`config.mk`:
```
export PLATFORM = sky130hd
export DESIGN_NAME = fk_hop_seq_flat
export DESIGN_NICKNAME = d
export VERILOG_FILES = /design/src/rtl/fk_hop_seq_if.sv /design/src/rtl/fk_hop_seq.sv /design/src/flat_wrapper.sv
export SDC_FILE = /design/constraint.sdc
export NUM_CORES = 1
export LEC_CHECK = 0
export ABC_AREA = 1
export ABC_CLOCK_PERIOD_IN_PS = 2200
export CORE_UTILIZATION = 40
export DETAILED_ROUTE_END_ITERATION = 8
export PLACE_DENSITY = 0.76
export SETUP_SLACK_MARGIN = 0.3
export SYNTH_ARGS = -nofsm -noshare
export SYNTH_HDL_FRONTEND = slang
export SYNTH_SLANG_ARGS = --single-unit
```
`constraint.sdc`:
```
create_clock -name clk_6M -period 2.2 [get_ports clk_6M]
set_input_delay 0.44 -clock clk_6M [delete_from_list [all_inputs] [get_ports clk_6M]]
set_output_delay 0.44 -clock clk_6M [all_outputs]
set_load 0.02 [all_outputs]
```
`src/rtl/fk_hop_seq_if.sv`:
```
// Signal bundle between the link-controller substate FSM, the hop-selection kernel and fk_hop_seq.
// master = substate/kernel side driving qualifiers, slave = fk_hop_seq.
interface fk_hop_seq_if #(
    parameter int unsigned NSTG   = 6,
    parameter int unsigned NCNT_W = 6,
    parameter int unsigned ECNT_W = 5,
    parameter int unsigned TO_W   = 8
);
    logic              fkset_p;
    logic              txbit_period;
    logic              rxbit_period;
    logic              half_tslot_p;
    logic              tslot_p;
    logic              start_p;
    logic [NSTG-1:0]   stg_act;
    logic [NSTG-1:0]   stg_ok;
    logic [NSTG-1:0]   stg_fail;
    logic              ecnt_clr;
    logic              ecnt_inc;
    logic [TO_W-1:0]   to_slots;
    logic [NSTG-1:0]   fk_stage;
    logic              fk_any;
    logic [NCNT_W-1:0] ncnt;
    logic [ECNT_W-1:0] ecnt;
    logic [1:0]        retry_cnt;
    logic              done_p;
    logic              abort_p;

    modport master (
        output fkset_p, txbit_period, rxbit_period, half_tslot_p, tslot_p, start_p,
               stg_act, stg_ok, stg_fail, ecnt_clr, ecnt_inc, to_slots,
        input  fk_stage, fk_any, ncnt, ecnt, retry_cnt, done_p, abort_p
    );

    modport slave (
        input  fkset_p, txbit_period, rxbit_period, half_tslot_p, tslot_p, start_p,
               stg_act, stg_ok, stg_fail, ecnt_clr, ecnt_inc, to_slots,
        output fk_stage, fk_any, ncnt, ecnt, retry_cnt, done_p, abort_p
    );
endinterface

```
`src/rtl/fk_hop_seq.sv`:
```
// Advance-hop token sequencer: one-hot next-frequency token running one stage ahead of the substate.
// Optional idle-timeout abort is built only when FKSEQ_TIMEOUT_EN is defined.
module fk_hop_seq #(
    parameter int unsigned     NSTG      = 6,
    parameter logic [NSTG-1:0] HALF_MASK = 6'b100000,
    parameter int unsigned     NCNT_W    = 6,
    parameter int unsigned     ECNT_W    = 5,
    parameter int unsigned     RETRY_MAX = 3,
    parameter int unsigned     TO_W      = 8
) (
    input  logic        clk_6M,
    input  logic        rst,
    fk_hop_seq_if.slave bus
);
    typedef enum logic {ST_IDLE, ST_RUN} state_t;

    localparam logic [1:0]      RMAX    = 2'(RETRY_MAX);
    localparam logic [NSTG-1:0] STG_GT0 = {{(NSTG-1){1'b1}}, 1'b0};

    state_t            r_state, w_state_nxt;
    logic [NSTG-1:0]   r_stage, w_stage_nxt;
    logic [NCNT_W-1:0] r_ncnt, w_ncnt_nxt;
    logic [ECNT_W-1:0] r_ecnt;
    logic [1:0]        r_retry, w_retry_nxt;
    logic              r_done, w_done_nxt;
    logic              r_abort, w_abort_nxt;
    logic              w_tok_chg;
    logic              w_fk_chg;
    logic              w_adv;
    logic              w_fail;
    logic              w_to_hit;
    logic [NSTG-1:0]   w_chg, w_chg_up, w_ok_v, w_fail_v;

    assign w_fk_chg = bus.fkset_p & ~(bus.txbit_period | bus.rxbit_period);
    assign w_chg    = (HALF_MASK & {NSTG{bus.half_tslot_p}}) | (~HALF_MASK & {NSTG{w_fk_chg}});

    // Edge that lets stage i move on: entry edge of stage i+1, or fk_chg_p for the final stage.
    assign w_chg_up = {w_fk_chg, w_chg[NSTG-1:1]};
    assign w_ok_v   = r_stage & bus.stg_act & bus.stg_ok & w_chg_up;
    assign w_fail_v = r_stage & bus.stg_act & bus.stg_fail & ~bus.stg_ok & STG_GT0 & {NSTG{w_fk_chg}};
    assign w_adv    = |w_ok_v;
    assign w_fail   = |w_fail_v;

`ifdef FKSEQ_TIMEOUT_EN
    logic [TO_W-1:0] r_idle, w_idle_inc;

    assign w_idle_inc = (r_idle == '1) ? r_idle : r_idle + 1'b1;
    assign w_to_hit   = (r_state == ST_RUN) && (bus.to_slots != '0) && bus.tslot_p
                        && (w_idle_inc >= bus.to_slots);

    always_ff @(posedge clk_6M) begin
        if (rst || w_tok_chg || (r_state != ST_RUN)) begin
            r_idle <= '0;
        end else if (bus.tslot_p) begin
            r_idle <= w_idle_inc;
        end
    end
`else
    logic w_unused_to;

    assign w_unused_to = ^bus.to_slots;
    assign w_to_hit    = 1'b0;
`endif

    always_comb begin
        w_stage_nxt = r_stage;
        w_ncnt_nxt  = r_ncnt;
        w_retry_nxt = r_retry;
        w_done_nxt  = 1'b0;
        w_abort_nxt = 1'b0;
        w_tok_chg   = 1'b0;
        if (bus.start_p) begin
            w_stage_nxt = NSTG'(1);
            w_ncnt_nxt  = NCNT_W'(1);
            w_retry_nxt = '0;
            w_tok_chg   = 1'b1;
        end else if ((w_fail && (r_retry >= RMAX)) || w_to_hit) begin
            w_stage_nxt = '0;
            w_abort_nxt = 1'b1;
            w_tok_chg   = 1'b1;
        end else if (w_fail) begin
            w_stage_nxt = r_stage >> 1;
            w_retry_nxt = r_retry + 2'd1;
            w_tok_chg   = 1'b1;
        end else if (w_adv) begin
            // Shifting out of the top stage is completion.
            w_stage_nxt = r_stage << 1;
            w_tok_chg   = 1'b1;
            if (r_stage[NSTG-1]) begin
                w_done_nxt = 1'b1;
            end else begin
                w_ncnt_nxt = r_ncnt + 1'b1;
            end
        end
        w_state_nxt = (|w_stage_nxt) ? ST_RUN : ST_IDLE;
    end

    always_ff @(posedge clk_6M) begin
        if (rst) begin
            r_state <= ST_IDLE;
            r_stage <= '0;
            r_ncnt  <= '0;
            r_retry <= '0;
            r_done  <= 1'b0;
            r_abort <= 1'b0;
        end else begin
            r_state <= w_state_nxt;
            r_stage <= w_stage_nxt;
            r_ncnt  <= w_ncnt_nxt;
            r_retry <= w_retry_nxt;
            r_done  <= w_done_nxt;
            r_abort <= w_abort_nxt;
        end
    end

    always_ff @(posedge clk_6M) begin
        if (rst || bus.ecnt_clr) begin
            r_ecnt <= '0;
        end else if (bus.ecnt_inc && bus.tslot_p) begin
            r_ecnt <= r_ecnt + 1'b1;
        end
    end

    assign bus.fk_stage  = r_stage;
    assign bus.fk_any    = (r_state == ST_RUN);
    assign bus.ncnt      = r_ncnt;
    assign bus.ecnt      = r_ecnt;
    assign bus.retry_cnt = r_retry;
    assign bus.done_p    = r_done;
    assign bus.abort_p   = r_abort;
endmodule

```
`src/flat_wrapper.sv`:
```
// flat-port wrapper written by rule: the top's interface ports become plain ports
module fk_hop_seq_flat 
#(
    parameter int unsigned     NSTG      = 6,
    parameter logic [NSTG-1:0] HALF_MASK = 6'b100000,
    parameter int unsigned     NCNT_W    = 6,
    parameter int unsigned     ECNT_W    = 5,
    parameter int unsigned     RETRY_MAX = 3,
    parameter int unsigned     TO_W      = 8
)
  (clk_6M, rst, bus_fkset_p, bus_txbit_period, bus_rxbit_period, bus_half_tslot_p, bus_tslot_p, bus_start_p, bus_stg_act, bus_stg_ok, bus_stg_fail, bus_ecnt_clr, bus_ecnt_inc, bus_to_slots, bus_fk_stage, bus_fk_any, bus_ncnt, bus_ecnt, bus_retry_cnt, bus_done_p, bus_abort_p);
  fk_hop_seq_if #(.NSTG(NSTG), .NCNT_W(NCNT_W), .ECNT_W(ECNT_W), .TO_W(TO_W)) bus_i ();
  input  logic clk_6M;
  input  logic rst;
  input wire logic [$bits(bus_i.fkset_p)-1:0] bus_fkset_p;
  input wire logic [$bits(bus_i.txbit_period)-1:0] bus_txbit_period;
  input wire logic [$bits(bus_i.rxbit_period)-1:0] bus_rxbit_period;
  input wire logic [$bits(bus_i.half_tslot_p)-1:0] bus_half_tslot_p;
  input wire logic [$bits(bus_i.tslot_p)-1:0] bus_tslot_p;
  input wire logic [$bits(bus_i.start_p)-1:0] bus_start_p;
  input wire logic [$bits(bus_i.stg_act)-1:0] bus_stg_act;
  input wire logic [$bits(bus_i.stg_ok)-1:0] bus_stg_ok;
  input wire logic [$bits(bus_i.stg_fail)-1:0] bus_stg_fail;
  input wire logic [$bits(bus_i.ecnt_clr)-1:0] bus_ecnt_clr;
  input wire logic [$bits(bus_i.ecnt_inc)-1:0] bus_ecnt_inc;
  input wire logic [$bits(bus_i.to_slots)-1:0] bus_to_slots;
  output wire logic [$bits(bus_i.fk_stage)-1:0] bus_fk_stage;
  output wire logic [$bits(bus_i.fk_any)-1:0] bus_fk_any;
  output wire logic [$bits(bus_i.ncnt)-1:0] bus_ncnt;
  output wire logic [$bits(bus_i.ecnt)-1:0] bus_ecnt;
  output wire logic [$bits(bus_i.retry_cnt)-1:0] bus_retry_cnt;
  output wire logic [$bits(bus_i.done_p)-1:0] bus_done_p;
  output wire logic [$bits(bus_i.abort_p)-1:0] bus_abort_p;
  assign bus_i.fkset_p = bus_fkset_p;
  assign bus_i.txbit_period = bus_txbit_period;
  assign bus_i.rxbit_period = bus_rxbit_period;
  assign bus_i.half_tslot_p = bus_half_tslot_p;
  assign bus_i.tslot_p = bus_tslot_p;
  assign bus_i.start_p = bus_start_p;
  assign bus_i.stg_act = bus_stg_act;
  assign bus_i.stg_ok = bus_stg_ok;
  assign bus_i.stg_fail = bus_stg_fail;
  assign bus_i.ecnt_clr = bus_ecnt_clr;
  assign bus_i.ecnt_inc = bus_ecnt_inc;
  assign bus_i.to_slots = bus_to_slots;
  assign bus_fk_stage = bus_i.fk_stage;
  assign bus_fk_any = bus_i.fk_any;
  assign bus_ncnt = bus_i.ncnt;
  assign bus_ecnt = bus_i.ecnt;
  assign bus_retry_cnt = bus_i.retry_cnt;
  assign bus_done_p = bus_i.done_p;
  assign bus_abort_p = bus_i.abort_p;
  fk_hop_seq #(.NSTG(NSTG), .HALF_MASK(HALF_MASK), .NCNT_W(NCNT_W), .ECNT_W(ECNT_W), .RETRY_MAX(RETRY_MAX), .TO_W(TO_W)) u_core (.clk_6M(clk_6M), .rst(rst), .bus(bus_i));
endmodule
```
==> results of run 1 <==
## metal layers
layer | vias up | wire [um] | global-route usage (%)
li1 | 684 | - | -
met1 | 555 | 1373 | 23.37
met2 | 16 | 1311 | 29.06
met3 | 2 | 96 | 4.615
met4 | 0 | 17 | 2.041
met5 | - | 0 | 0
## cells by family after synthesis
family                     synth area share, %
and+or+nand+nor                          41.50
xor gates and xnor gates                 1.367
adders and majority gates                2.930
DFF                                      34.37
buffers and inverters                    10.84
AOI/OAI and AO/OA                        8.985
## sequential cells by signal, indices dropped and copies added, names as in the netlist
signal                flops
u_core.bus.done_p         1
u_core.bus.ecnt           5
u_core.bus.fk_stage       6
u_core.bus.ncnt           6
u_core.bus.fk_any         1
u_core.bus.retry_cnt      2
u_core.bus.abort_p        1
## final timing paths
kind / start / endpoint / cells past startpoint
setup / recovery: u_core.bus.fk_stage[4]$_SDFF_PP0_ / bus_fk_stage[4] / 1
hold / removal: u_core.bus.retry_cnt[0]$_SDFFE_PP0P_ / u_core.bus.retry_cnt[0]$_SDFFE_PP0P_ / 1
setup reg to reg: u_core.bus.fk_stage[4]$_SDFF_PP0_ / u_core.bus.ncnt[2]$_SDFFE_PP0P_ / 10
hold reg to reg: u_core.bus.retry_cnt[0]$_SDFFE_PP0P_ / u_core.bus.retry_cnt[0]$_SDFFE_PP0P_ / 1
## placed cells by master (no fill, tap or decap), types with 2 or more instances in the layout
cell,synthesis,final
sky130_fd_sc_hd__nor2_2,2,2
sky130_fd_sc_hd__nor2_1,19,19
sky130_fd_sc_hd__clkdlybuf4s50_1,0,45
sky130_fd_sc_hd__ha_1,3,3
sky130_fd_sc_hd__nand2_2,2,2
sky130_fd_sc_hd__nand4_1,7,7
sky130_fd_sc_hd__dfxtp_1,22,22
sky130_fd_sc_hd__clkbuf_4,0,3
sky130_fd_sc_hd__xnor2_1,2,2
sky130_fd_sc_hd__o21ai_0,4,4
sky130_fd_sc_hd__dlymetal6s2s_1,0,3
sky130_fd_sc_hd__a21oi_1,8,8
sky130_fd_sc_hd__nand2_1,38,38
sky130_fd_sc_hd__nand2_4,3,2
sky130_fd_sc_hd__and3_1,2,2
sky130_fd_sc_hd__nand3_2,5,5
sky130_fd_sc_hd__nand3_1,14,14
sky130_fd_sc_hd__o21ai_1,3,3
sky130_fd_sc_hd__inv_1,28,28
sky130_fd_sc_hd__nor3_1,5,5
## where the power goes
group / leakage, nW / internal, mW / switching, mW
logic: 0.660 / 0.0611 / 0.0439
clock network: 0.0279 / 0.184 / 0.120
registers: 0.178 / 0.404 / 0.00568
total: 0.867 / 0.649 / 0.169
## metrics by stage
| step | power (mW) | setup WS [ns] |
|---|---|---|
| after floorplan | 0.4557 | 0.6796 |
| after global placement | 0.5223 | 0.1435 |
| after detailed placement | 0.5233 | 0.1054 |
| after CTS | 0.8270 | 0.3415 |
| after global routing | 0.8532 | 0.3231 |
| final | 0.8184 | 0.3752 |
## final cells by class
class	count	area [um2]	area share (%)
clock buffer	3	22.52	1.202
sequential	22	440.4	23.50
clock inverter	1	30.03	1.602
inverter	31	120.1	6.409
multi-input combinational	125	710.7	37.92
tap	44	55.05	2.937
timing repair buffer	49	495.5	26.44
==> flow_metrics.env, run 1 <==
export IMPL_result_of_the_run="finished, final reports clean"
export IMPL_whs_ns=0.5043
export IMPL_critical_path_buf_inv_count=1
export IMPL_cpMaxStageDelayCell="sky130_fd_sc_hd__clkdlybuf4s50_1"
export IMPL_totalWireLength_mm=2.799
export IMPL_clk_tree_root_cell="sky130_fd_sc_hd__clkbuf_4"
export IMPL_core_um2=3053
export IMPL_synth_fp_nets=219
export IMPL_synth_most_common_cell="sky130_fd_sc_hd__nand2_1"
export IMPL_final_instance_count_excl_fill=275
export IMPL_tritoncts_num_sinks=22
export IMPL_drt_pass1_iter_count=4
export IMPL_timing_worst_slew_pin_value_ns=0.2623
export IMPL_critical_path_cell_by_cell="clkdlybuf4s50_1"
export IMPL_global_route_overflow=0
export IMPL_chipHeight_um=58.60
export IMPL_fin_area_um2=1874
export IMPL_critical_path_startpoint_type="flip-flop"
export IMPL_netlist_top_cells_count="sky130_fd_sc_hd__nand2_1, sky130_fd_sc_hd__inv_1, sky130_fd_sc_hd__dfxtp_1"
export IMPL_detailedPlacementHpwl_mm=2.249
export IMPL_wl_per_cell_um=10.18
export IMPL_cts_clk_slew_worst_paths_ns=0.12
export IMPL_ys_flop_type="sky130_fd_sc_hd__dfxtp_1"
export IMPL_synth_seq_cells=22
export IMPL_post_route_min_period_ns=1.825
export IMPL_yosys_area_top_type="sky130_fd_sc_hd__dfxtp_1"
export IMPL_boundaryPins=58
export IMPL_first_pass_grt_wire_length_mm=4.636
export IMPL_sum_neg_setup_slack_ns=0
export IMPL_synth_enable_flop_cells=0
export IMPL_drc_violations_left=0
export IMPL_setup_violations=0
export IMPL_remaining_max_slew_budget_at_the_tightest_pin_pct=82.49
export IMPL_fillers=293
export IMPL_power_leakage_nw=0.8666
export IMPL_synth_seq_area_share_pct=34.37
export IMPL_syn_instance_count=180
export IMPL_final_min_period_over_clock_period_pct=82.94
export IMPL_fp_row_count=20
export IMPL_cts_root_to_sink_buffers=2
export IMPL_nNetsFinal=271
export IMPL_diodes=0
export IMPL_cts_tree="built"
export IMPL_cts_hold_buffers=0
export IMPL_worst_ir_drop_vdd_mv=0.3811
export IMPL_arrival_time_reported_for_the_critical_path_endpoint_ns=1.38
export IMPL_fin_skew_ns=0.009393
export IMPL_cpPeakStageDelay_ns=0.65
export IMPL_floorplan_initialDensity_pct=41.97
export IMPL_crit_family="buffers and inverters"
export IMPL_yosys_area_top_type_share_pct=34.38
export IMPL_clock_tree_htree_level_count=1
export IMPL_post_dp_cell_area_um2=1805
export IMPL_number_of_antenna_violations_at_the_first_check_in_global_routing=0
export IMPL_critPathCaptureType="output pin"
export IMPL_gp_congestion=0.7803
export IMPL_first_global_vias=1109
export IMPL_hold_viol_final=0
export IMPL_mappedNetlistArea_um2=1281
export IMPL_path_max_fanout=5
export IMPL_die_area_um2=3433
export IMPL_drv_max_cap_violation_count=0
export IMPL_die_width_um=58.60
export IMPL_synth_distinct_cells=30
export IMPL_cts_made_buffers=3
export IMPL_ys_top_cells_by_area="sky130_fd_sc_hd__dfxtp_1, sky130_fd_sc_hd__nand2_1, sky130_fd_sc_hd__inv_1"
export IMPL_clock_fmax_mhz=548.0
export IMPL_area_delta_synth_final_pct=46.29
export IMPL_grt_max_degree=14
export IMPL_antenna_left=0
export IMPL_timing_setup_critical_path_class="flip-flop to output pin"
export IMPL_ys_warnings_count=0
export IMPL_fraction_of_final_layout_cells_with_drive_strength_greater_than_1_pct=11.26
export IMPL_route_detailed_vias_per_inst=4.571
export IMPL_clk_latency_ns=0.31
export IMPL_placement_io_buffers=48
export IMPL_postSynth_asyncResetShare_pct=0
export IMPL_grt_setup_unrepaired="false"
export IMPL_post_cts_buffers=0
export IMPL_ff2ff_setup_slack_ns=0.64
export IMPL_avgSynthCellArea_um2=7.118
export IMPL_detailedRoute_firstIterationViolations=40
export IMPL_ctsResizeCount=0
export IMPL_grtUsageTotal_pct=17.43
export IMPL_finished_core_util_pct=61.39
export IMPL_vias_after_detailed_routing=1257
export IMPL_holdCritPathClass="flip-flop to flip-flop"
export IMPL_worstPathRequired_ns=1.76
export IMPL_maxSlewViolCount=0
export IMPL_dp_cells=271
export IMPL_power_density_nw_per_um2=436.6
No activity file was read; power rests on OpenSTA's default activity.
==> run 2, diff against run 1 <==
--- a/config.mk
+++ b/config.mk
@@ -6,10 +6,10 @@
 export NUM_CORES = 1
 export LEC_CHECK = 0
 export ABC_AREA = 1
-export ABC_CLOCK_PERIOD_IN_PS = 2200
-export CORE_UTILIZATION = 40
+export ABC_CLOCK_PERIOD_IN_PS = 1500
+export CORE_UTILIZATION = 37
 export DETAILED_ROUTE_END_ITERATION = 8
-export PLACE_DENSITY = 0.76
+export PLACE_DENSITY = 0.73
 export SETUP_SLACK_MARGIN = 0.3
 export SYNTH_ARGS = -nofsm -noshare
 export SYNTH_HDL_FRONTEND = slang
==> constraint.sdc (replaced) <==
create_clock -name clk_6M -period 1.5 [get_ports clk_6M]
set_input_delay 0.3 -clock clk_6M [delete_from_list [all_inputs] [get_ports clk_6M]]
set_output_delay 0.3 -clock clk_6M [all_outputs]
set_load 0.02 [all_outputs]
==> run 2 against run 1 <==
  * Via count is 16% higher
  * Combinational power is 68% higher
  * Clock skew fell by 0.0049 ns
  * Clock power down 3%
  * Register-to-register slack worse by 0.59 ns
  * Critical endpoint is now u_core.bus.ncnt[0]$_SDFFE_PP0P_
==> flow_metrics.env, run 2 (synthesis results as in run 1) <==
export IMPL_cts_clk_slew_worst_paths_ns=0.13
export IMPL_diodes=0
export IMPL_number_of_antenna_violations_at_the_first_check_in_global_routing=0
export IMPL_first_pass_grt_wire_length_mm=5.175
export IMPL_worstRegToRegCells=11
export IMPL_grt_use_met1_pct=23.67
export IMPL_vias_after_detailed_routing=1458
export IMPL_final_critical_path_setup_slack_ns=0.05162
export IMPL_fin_skew_ns=0.004521
export IMPL_clock_fmax_mhz=690.4
export IMPL_cpPeakStageDelay_ns=0.39
export IMPL_critical_path_cell_by_cell="nand2_4, nor2_4, nor2_2, nand2_2, nand2_4, inv_4, nand3_4, a21oi_2, o21ai_1, nand2_1, inv_1"
export IMPL_arrival_time_reported_for_the_critical_path_endpoint_ns=1.69
export IMPL_met2_usage_in_global_routing_pct=31.55
export IMPL_drt_pass1_iter_count=5
export IMPL_timing_worst_slew_pin_value_ns=0.2759
export IMPL_internal_power_uw=770.7
export IMPL_sum_neg_setup_slack_ns=0
export IMPL_clk_latency_ns=0.32
export IMPL_share_comb_of_total_power_pct=16.6
export IMPL_final_min_period_over_clock_period_pct=96.56
export IMPL_grt_busiest_layer="met2"
export IMPL_nNetsFinal=300
export IMPL_drc_violations_left=0
export IMPL_floorplan_initialDensity_pct=38.40
export IMPL_layout_cells_most_common="sky130_fd_sc_hd__nand2_1"
export IMPL_critical_path_startpoint_type="flip-flop"
export IMPL_worst_ir_drop_vdd_mv=0.3646
export IMPL_clk_tree_root_cell="sky130_fd_sc_hd__clkbuf_4"
export IMPL_global_route_usage_met3_pct=3.838
export IMPL_area_delta_synth_final_pct=70.51
export IMPL_hold_viol_final=0
export IMPL_tritoncts_num_sinks=22
export IMPL_reg2reg_end="u_core.bus.ncnt[0]$_SDFFE_PP0P_"
export IMPL_detailedRoute_firstIterationViolations=46
export IMPL_cpMaxStageDelayCell="sky130_fd_sc_hd__dfxtp_4"
export IMPL_ff2ff_setup_slack_ns=0.05
export IMPL_cts_root_to_sink_buffers=2
export IMPL_critPathCaptureType="flip-flop"
export IMPL_post_route_min_period_ns=1.448
export IMPL_setup_violations=0
export IMPL_gp_congestion=0.7890
export IMPL_fin_area_um2=2185
export IMPL_route_detailed_vias_per_inst=4.765
export IMPL_global_route_overflow=0
export IMPL_chipHeight_um=60.85
export IMPL_power_leakage_nw=1.088
export IMPL_p_sw_uw=289.2
export IMPL_cts_hold_buffers=0
export IMPL_wl_per_cell_um=11.59
export IMPL_grtUsageTotal_pct=18.65
export IMPL_antenna_left=0
export IMPL_holdCritPathClass="flip-flop to flip-flop"
export IMPL_fillers=292
export IMPL_critical_path_most_common_cell="sky130_fd_sc_hd__nand2_4"
export IMPL_worst_hold_startpoint="u_core.bus.retry_cnt[0]$_SDFFE_PP0P_"
export IMPL_drv_max_cap_violation_count=0
export IMPL_cts_made_buffers=3
export IMPL_worst_hold_depth=1
export IMPL_fraction_of_final_layout_cells_with_drive_strength_greater_than_1_pct=46.54
export IMPL_die_area_um2=3702
export IMPL_crit_reg2reg_launch="u_core.bus.fk_stage[5]$_SDFF_PP0_"
export IMPL_timing_setup_critical_path_class="flip-flop to flip-flop"
export IMPL_worstPathRequired_ns=1.74
export IMPL_remaining_max_slew_budget_at_the_tightest_pin_pct=81.59
export IMPL_share_of_power_burned_in_the_clock_network_pct=27.9
export IMPL_sw_frac_of_total_pct=27.28
export IMPL_finished_core_util_pct=65.47
export IMPL_cts_tree="built"
export IMPL_fp_row_count=21
export IMPL_grt_max_degree=13
export IMPL_result_of_the_run="finished, final reports clean"
export IMPL_totalWireLength_mm=3.546
export IMPL_post_dp_cell_area_um2=1991
export IMPL_path_max_fanout=8
export IMPL_placement_io_buffers=48
export IMPL_detailedPlacementHpwl_mm=2.409
export IMPL_boundaryPins=58
export IMPL_finalPower_mw=1.060
export IMPL_clock_tree_htree_level_count=1
export IMPL_power_density_nw_per_um2=485.1
export IMPL_most_frequent_cells_in_the_layout="sky130_fd_sc_hd__nand2_1, sky130_fd_sc_hd__inv_1, sky130_fd_sc_hd__buf_4"
export IMPL_first_global_vias=1221
export IMPL_worst_hold_path_endpoint="u_core.bus.retry_cnt[0]$_SDFFE_PP0P_"
export IMPL_core_um2=3337
export IMPL_seqPwrFrac_pct=55.5
export IMPL_grt_setup_unrepaired="true"
export IMPL_die_width_um=60.85
export IMPL_maxSlewViolCount=0
export IMPL_pre_cts_slack_ns=-0.4532
## run 2: cell count changes in the layout (fill, tap and decap cells not counted), sizes merged, moves of 2 or more
cell,before,now
dlygate4sd2,0,16
buf,1,50
dlymetal6s2s,3,1
clkdlybuf4s50,45,9
## run 2: per-stage QoR
step / std cells / hold WS (ns)
CTS: 303 / 0.4621
global placement: 291 / 0.4812
floorplan: 180 / 0.4528
detailed placement: 291 / 0.4792
finish: 306 / 0.4808
global route: 306 / 0.4957
## run 2: area by class of cell
cell class              instances  area (um2)  share of cell area (%)
clock buffers                   3       22.52                   1.031
clock inverters                 1       3.754                  0.1718
inverters                      31       123.9                   5.670
multi-input cells             127       852.1                   39.00
flip-flops and latches         22       475.5                   21.76
well taps                      46       57.56                   2.635
repair buffers                 76       649.4                   29.73
## run 2: worst max-delay path by stage
stage | slack, ns | endpoint | from
global route | -0.05 | u_core.bus.fk_any$_SDFF_PP0_ | u_core.bus.fk_stage[3]$_SDFF_PP0_
global placement | -0.40 | u_core.bus.fk_any$_SDFF_PP0_ | bus_stg_act[4]
detailed placement | -0.45 | u_core.bus.ncnt[0]$_SDFFE_PP0P_ | bus_stg_act[4]
floorplan | 0.14 | u_core.bus.fk_any$_SDFF_PP0_ | u_core.bus.fk_stage[2]$_SDFF_PP0_
CTS | 0.04 | bus_fk_stage[1] | u_core.bus.fk_stage[1]$_SDFF_PP0_
finish | 0.05 | u_core.bus.ncnt[0]$_SDFFE_PP0P_ | u_core.bus.fk_stage[5]$_SDFF_PP0_
## run 2: per-layer routing
metal	vias to the layer above	share of wire [%]	routed length, um
met5	-	0	0
met4	0	1.4	49
met3	6	4.8	169
met2	37	48	1719
met1	667	45	1607
li1	748	-	-
## run 2: critical path, delay by kind of cell, from the launching register on
| family | cells | cell delay [ns] |
|---|---|---|
| simple gates | 7 | 0.63 |
| flops | 1 | 0.39 |
| compound gates | 2 | 0.22 |
| buf+inv | 2 | 0.14 |
## run 2: what timing repair did
| action | 4_1_cts | 5_1_grt |
|---|---|---|
| buffers inserted | 6 | 3 |
| pin swaps | 24 | 17 |
| gates resized for setup | 134 | 40 |
| setup endpoints to repair | 39 | 30 |
| gates cloned | 2 | 0 |
## run 2: power groups by stage
stage / sequential, mW / clock, mW / combinational (mW)
6_report: 0.588 / 0.296 / 0.176
3_5_place_dp: 0.602 / 0 / 0.172
5_1_grt: 0.589 / 0.325 / 0.193
3_3_place_gp: 0.602 / 0 / 0.170
2_1_floorplan: 0.614 / 0 / 0.0470
4_1_cts: 0.587 / 0.291 / 0.164
==> run 3, diff against run 2 <==
--- a/config.mk
+++ b/config.mk
@@ -7,6 +7,7 @@
 export LEC_CHECK = 0
 export ABC_AREA = 1
 export ABC_CLOCK_PERIOD_IN_PS = 1500
+export CAP_MARGIN = 5
 export CORE_UTILIZATION = 37
 export DETAILED_ROUTE_END_ITERATION = 8
 export PLACE_DENSITY = 0.73
==> results of run 3 <==
The final DEF is identical to that of run 2; final timing and power are the same.
